`src/rtl/nn_pkg.sv`:
```
// Shared types and helpers for the layer sequencer: lane types, FSM states,
// and saturation of wide error sums back to the 16-bit error lane.
package nn_pkg;

  typedef logic [7:0]         activation_t;
  typedef logic signed [15:0] error_t;

  typedef enum logic [3:0] {
    S_IDLE,
    S_BCAST,
    S_GATHER,
    S_EMIT,
    S_DELTA,
    S_SCATTER,
    S_COLLECT,
    S_SUM,
    S_BWD
  } state_t;

  function automatic error_t sat16(input logic signed [31:0] v);
    if (v > 32'sd32767)  return 16'sh7FFF;
    if (v < -32'sd32768) return 16'sh8000;
    return error_t'(v[15:0]);
  endfunction

endpackage

```
`src/rtl/layer_sequencer_fanout.sv`:
```
// M-way handshake tracker: requests each lane once while enabled, remembers
// which lanes have completed, and flags the cycle in which the last one does.
module handshake_fanout #(
  parameter int unsigned M = 2
) (
  input  logic         clock,
  input  logic         reset,
  input  logic         enable,
  input  logic [M-1:0] ack,
  output logic [M-1:0] req,
  output logic         done
);

  logic [M-1:0] mask_q;

  assign req  = enable ? ~mask_q : '0;
  assign done = enable & (&(mask_q | (req & ack)));

  // Mask is cleared whenever the owning state is not active, so entering it always starts fresh.
  always_ff @(posedge clock) begin
    if (reset || !enable) mask_q <= '0;
    else                  mask_q <= mask_q | (req & ack);
  end

endmodule

```
`src/rtl/layer_sequencer.sv`:
```
// Layer sequencer: broadcasts a forward vector to M nodes and gathers their
// activations; in training, scatters deltas and sums per-node errors.
module layer_sequencer
  import nn_pkg::*;
#(
  parameter int unsigned N = 2,
  parameter int unsigned M = 2
) (
  input  logic              clock,
  input  logic              reset,
  input  logic              train,
  input  logic              in_fwd_valid,
  output logic              in_fwd_ready,
  input  logic [N*8-1:0]    in_fwd_data,
  output logic              out_fwd_valid,
  input  logic              out_fwd_ready,
  output logic [M*8-1:0]    out_fwd_data,
  input  logic              in_bwd_valid,
  output logic              in_bwd_ready,
  input  logic [M*16-1:0]   in_bwd_data,
  output logic              out_bwd_valid,
  input  logic              out_bwd_ready,
  output logic [N*16-1:0]   out_bwd_data,
  output logic              node_train,
  output logic [M-1:0]      node_fwd_valid,
  input  logic [M-1:0]      node_fwd_ready,
  output logic [N*8-1:0]    node_fwd_data,
  input  logic [M-1:0]      node_act_valid,
  input  logic [M*8-1:0]    node_act_data,
  output logic [M-1:0]      node_act_ready,
  output logic [M-1:0]      node_del_valid,
  input  logic [M-1:0]      node_del_ready,
  output logic [M*16-1:0]   node_del_data,
  input  logic [M-1:0]      node_err_valid,
  input  logic [M*N*16-1:0] node_err_data,
  output logic [M-1:0]      node_err_ready
);

  localparam int unsigned AW = 16 + $clog2(M) + 1;
  localparam int unsigned CW = (M > 1) ? $clog2(M) : 1;

  state_t                state_q, state_d;
  logic [N*8-1:0]        fwd_q;
  logic [M*8-1:0]        act_q;
  logic [M*16-1:0]       del_q;
  error_t                err_q  [M][N];
  logic signed [AW-1:0]  acc_q  [N];
  logic signed [AW-1:0]  addend [N];
  logic [CW-1:0]         cnt_q;
  logic                  bcast_done, gather_done, scatter_done, collect_done;
  logic [M-1:0]          act_fire, err_fire;

  handshake_fanout #(.M(M)) u_bcast (
    .clock(clock), .reset(reset), .enable(state_q == S_BCAST),
    .ack(node_fwd_ready), .req(node_fwd_valid), .done(bcast_done));

  handshake_fanout #(.M(M)) u_gather (
    .clock(clock), .reset(reset), .enable(state_q == S_GATHER),
    .ack(node_act_valid), .req(node_act_ready), .done(gather_done));

  handshake_fanout #(.M(M)) u_scatter (
    .clock(clock), .reset(reset), .enable(state_q == S_SCATTER),
    .ack(node_del_ready), .req(node_del_valid), .done(scatter_done));

  handshake_fanout #(.M(M)) u_collect (
    .clock(clock), .reset(reset), .enable(state_q == S_COLLECT),
    .ack(node_err_valid), .req(node_err_ready), .done(collect_done));

  assign act_fire      = node_act_ready & node_act_valid;
  assign err_fire      = node_err_ready & node_err_valid;
  assign node_fwd_data = fwd_q;
  assign out_fwd_data  = act_q;
  assign node_del_data = del_q;

  always_ff @(posedge clock) begin
    if (reset) state_q <= S_IDLE;
    else       state_q <= state_d;
  end

  always_comb begin
    state_d       = state_q;
    in_fwd_ready  = 1'b0;
    out_fwd_valid = 1'b0;
    in_bwd_ready  = 1'b0;
    out_bwd_valid = 1'b0;
    unique case (state_q)
      S_IDLE: begin
        in_fwd_ready = 1'b1;
        if (in_fwd_valid) state_d = S_BCAST;
      end
      S_BCAST:   if (bcast_done)   state_d = S_GATHER;
      S_GATHER:  if (gather_done)  state_d = S_EMIT;
      S_EMIT: begin
        out_fwd_valid = 1'b1;
        if (out_fwd_ready) state_d = node_train ? S_DELTA : S_IDLE;
      end
      S_DELTA: begin
        in_bwd_ready = 1'b1;
        if (in_bwd_valid) state_d = S_SCATTER;
      end
      S_SCATTER: if (scatter_done) state_d = S_COLLECT;
      S_COLLECT: if (collect_done) state_d = S_SUM;
      S_SUM:     if (cnt_q == CW'(M - 1)) state_d = S_BWD;
      S_BWD: begin
        out_bwd_valid = 1'b1;
        if (out_bwd_ready) state_d = S_IDLE;
      end
      default: state_d = S_IDLE;
    endcase
  end

  always_comb begin
    for (int unsigned n = 0; n < N; n++) addend[n] = AW'(err_q[cnt_q][n]);
  end

  always_comb begin
    out_bwd_data = '0;
    for (int unsigned n = 0; n < N; n++)
      out_bwd_data[n*16 +: 16] = sat16(32'(acc_q[n]));
  end

  // Accumulators are wide enough for M full-scale errors; saturation happens only on output.
  always_ff @(posedge clock) begin
    if (reset) begin
      node_train <= 1'b0;
      cnt_q      <= '0;
    end else begin
      if (state_q == S_IDLE && in_fwd_valid) begin
        fwd_q      <= in_fwd_data;
        node_train <= train;
      end
      for (int unsigned m = 0; m < M; m++)
        if (act_fire[m]) act_q[m*8 +: 8] <= node_act_data[m*8 +: 8];
      if (state_q == S_DELTA && in_bwd_valid) del_q <= in_bwd_data;
      for (int unsigned m = 0; m < M; m++)
        for (int unsigned n = 0; n < N; n++)
          if (err_fire[m]) err_q[m][n] <= node_err_data[(m*N + n)*16 +: 16];
      if (state_q == S_COLLECT && collect_done) begin
        cnt_q <= '0;
        for (int unsigned n = 0; n < N; n++) acc_q[n] <= '0;
      end else if (state_q == S_SUM) begin
        for (int unsigned n = 0; n < N; n++) acc_q[n] <= acc_q[n] + addend[n];
        cnt_q <= (cnt_q == CW'(M - 1)) ? '0 : cnt_q + CW'(1);
      end
    end
  end

endmodule

```
`config.mk`:
```
export PLATFORM = sky130hd
export DESIGN_NAME = layer_sequencer
export DESIGN_NICKNAME = d
export VERILOG_FILES = /design/src/rtl/nn_pkg.sv /design/src/rtl/layer_sequencer_fanout.sv /design/src/rtl/layer_sequencer.sv
export SDC_FILE = /design/constraint.sdc
export NUM_CORES = 1
export LEC_CHECK = 0
export ABC_AREA = 1
export CAP_MARGIN = 20
export CORE_AREA = 2 2 160 162
export DETAILED_ROUTE_END_ITERATION = 8
export DIE_AREA = 0 0 162 164
export HOLD_SLACK_MARGIN = 0.1
export PLACE_DENSITY = 0.66
export SLEW_MARGIN = 10
export SYNTH_ARGS = -nofsm -noshare
export SYNTH_HDL_FRONTEND = slang
export SYNTH_HIERARCHICAL = 1
export SYNTH_SLANG_ARGS = --single-unit
```
`constraint.sdc`:
```
create_clock -name clock -period 5.6 [get_ports clock]
set_input_delay 0.84 -clock clock [delete_from_list [all_inputs] [get_ports clock]]
set_output_delay 0.84 -clock clock [all_outputs]
set_load 0.01 [all_outputs]
```
==> results.py <==
metrics = {
    "clock_tree": {
        "h-tree-depth": 4,
        "clock_sinks": 179,
        "numCtsBuffers": 17,
        "ctsLongestPathBuffers": 2,
        "post-cts-setup-buffers": 0,
        "insertion_delay_ns": 0.43,
        "cts_root_buffer": "clkbuf_16",
        "clkSlewWorstSetupHoldPaths_ns": 0.07,
        "ctsResizeCount": 0,
        "cts_tree": "done",
        "hold_buffers": 0,
    },
    "yosys": {
        "synth_largest_area_cell": "edfxtp_1",
        "ys_warn_count": 6,
        "synth_cells": 847,
        "synth_seq_cells": 179,
        "synth_area_um2": 8601,
        "synth_cell_types": 29,
        "ys_top_cells_by_area": "edfxtp_1 57%, nand2_1 7.4%, inv_1 5.7%, ha_1 5.1%, a21oi_1 4.8%",
        "synth.top_cell.area_share": 0.5726,
        "synthArstFlopShare": 0,
        "avgSynthCellArea_um2": 10.15,
        "synthFlopType": "edfxtp_1",
        "synth_edf_count": 164,
        "ys_seq_area_frac": 0.6075,
        "syn_nets": 1027,
    },
    "pwr": {
        "comb_power_share": 0.169,
        "internal-power_mw": 2.384,
        "p_sw_mw": 0.9116,
        "seqPwrFrac": 0.470,
        "p_per_area_nw_per_um2": 270.9,
        "p_clk_frac": 0.362,
        "p_sw_frac": 0.2766,
        "total_power_mw": 3.296,
        "leakage_nw": 4.831,
        "peakVddDrop_mv": 0.1717,
    },
    "sta": {
        "hold_viol": 0,
        "period_needed_ns": 3.343,
        "max_freq_mhz": 299.1,
        "finalSetupViolCount": 0,
        "timing.hold.ws_ns": 0.4663,
        "worstMarginPinSlew_ns": 0.8772,
        "rsz0062_at_grt": "no",
        "maxSlewViolCount": 0,
        "finalClockSkew_ns": 0.01141,
        "fin_setup_tns_ns": 0,
        "relSlewSlack": 0.4152,
        "fin_crit_sh": 0.5970,
    },
    "routing": {
        "vias": 6619,
        "post-route-drc-count": 0,
        "wire_per_inst_um": 15.33,
        "via_per_inst": 4.546,
        "postRouteAntennaNets": 0,
        "first_pass_iters": 5,
        "routed_wl_um": 22320,
        "initialDrtViolationCount": 415,
    },
    "place": {
        "numPlacedInstances": 1421,
        "dp_hpwl_um": 16920,
        "port_buffers": 251,
        "gp_congestion": 0.8810,
    },
    "floorplan": {
        "start_util": 0.3465,
        "die-height_um": 164,
        "core_um2": 24820,
        "dieArea_um2": 26570,
        "num_io_pins": 252,
        "core.rowCount": 58,
        "fp.dieW_um": 162,
    },
    "grt": {
        "grt_pass1_vias": 6685,
        "grt_max_degree": 37,
        "grt-ovfl-total": 0,
        "track_usage": 0.1682,
        "antenna_found_initial": 2,
        "grt_pass1_wl_um": 34310,
    },
    "worst_setup_path": {
        "crit_fanout": 5,
        "worstPathArrival_ns": 2.50,
        "crit_type": "reg2out",
        "startpoint_type": "flop",
        "crit_path_end_kind": "output port",
        "required_ns": 4.76,
    },
    "flow_run": {
        "cap_viol_max_count": 0,
    },
    "layout": {
        "syn_to_final_growth_pct": 41.45,
        "drive_gt1_frac": 0.07815,
        "mostFrequentLayoutCells": "251 x clkdlybuf4s50_1, 170 x nand2_1, 164 x edfxtp_1",
        "final_nets": 1293,
        "finalNonFillerCells": 1456,
        "num_antenna_cells": 0,
        "final_common_cell": "clkdlybuf4s50_1",
    },
    "worst_hold_path": {
        "min_path_type": "reg2reg",
    },
    "outcome": {
        "status": "complete, no violations",
    },
}
[per-layer routing]
layer / track usage / wire [µm] / part of all wire
met5: 0 / 11 / 0.00049
met3: 0.07677 / 2153 / 0.096
met4: 0.03379 / 183 / 0.0082
met2: 0.2894 / 10680 / 0.48
met1: 0.1939 / 9291 / 0.42
[kinds of logic after synthesis]
kind of cell               count (synthesis)  synth area share
muxes                                     28           0.03666
adders and majority gates                 37           0.05557
DFF                                      179            0.6075
AOI/OAI and AO/OA                        123           0.07230
and+or+nand+nor                          329            0.1571
buffers and inverters                    147           0.06677
xor gates and xnor gates                   4          0.004073
[path summary, 6_finish.rpt]
kind	from	to	slack [ns]	depth (start not counted)
max	state_q[3]	node_err_ready[1]	2.26	6
min	cnt_q	cnt_q	0.47	2
max reg2reg	flop	acc_q[0][30]	2.52	12
min reg2reg	cnt_q	cnt_q	0.47	2
[power groups by stage]
| stage | registers [mW] | logic, mW | clock network [mW] |
|---|---|---|---|
| floorplan | 1.59 | 0.265 | 0 |
| global placement | 1.58 | 0.551 | 0 |
| detailed placement | 1.58 | 0.556 | 0 |
| CTS | 1.55 | 0.560 | 1.22 |
| global route | 1.55 | 0.616 | 1.28 |
| finish | 1.55 | 0.557 | 1.19 |
[critical path, stage by stage, from the launching register on]
cell and delay [ns]:
dfxtp_1 0.34, inv_1 0.14, nand2_2 0.14, nor3_1 0.50, inv_1 0.14, nor2_1 0.22
clkdlybuf4s50_1 0.59
[state kept, by name, indices dropped and copies added, names as in the netlist, 2 cells and up, named ones only]
name / cells
node_fwd_data: 16
node_del_data: 32
u_gather/mask_q: 2
u_bcast/mask_q: 2
acc_q: 36
out_fwd_data: 16
err_q: 64
u_collect/mask_q: 2
u_scatter/mask_q: 2
state_q: 4
[stage by stage]
| step | instance area (µm²) | util | setup WS [ns] |
|---|---|---|---|
| after floorplan | 8601 | - | 0.8661 |
| after global placement | 11530 | 0.4646 | 2.157 |
| after detailed placement | 11540 | 0.4649 | 2.123 |
| after CTS | 12120 | 0.4883 | 2.222 |
| after global routing | 12170 | 0.4902 | 1.999 |
| final | 12170 | 0.4902 | 2.257 |
[final cells by class]
class / instances / area, µm²
flip-flops and latches: 179 / 5226
repair buffers: 261 / 2613
clock buffers: 17 / 425.4
well taps: 330 / 412.9
clock inverters: 15 / 155.1
inverters: 133 / 499.2
multi-input cells: 521 / 2834
fillers: 2331 / 12650
[synth_stat cells (3+ instances only)]
cell type and n:
nand2_1 170, edfxtp_1 164, inv_1 130, nor2_1 95
a21oi_1 82, nand3_1 38, ha_1 35, mux2_2 28
o21ai_0 28, dfxtp_1 15, o21ai_1 10, clkbuf_1 8
nor3_1 8, and2_1 4, nor2_2 4, xor2_1 4
buf_2 3, inv_2 3, nand2_2 3, nand4_1 3
Note: power is estimated with default switching activity, not from simulation.
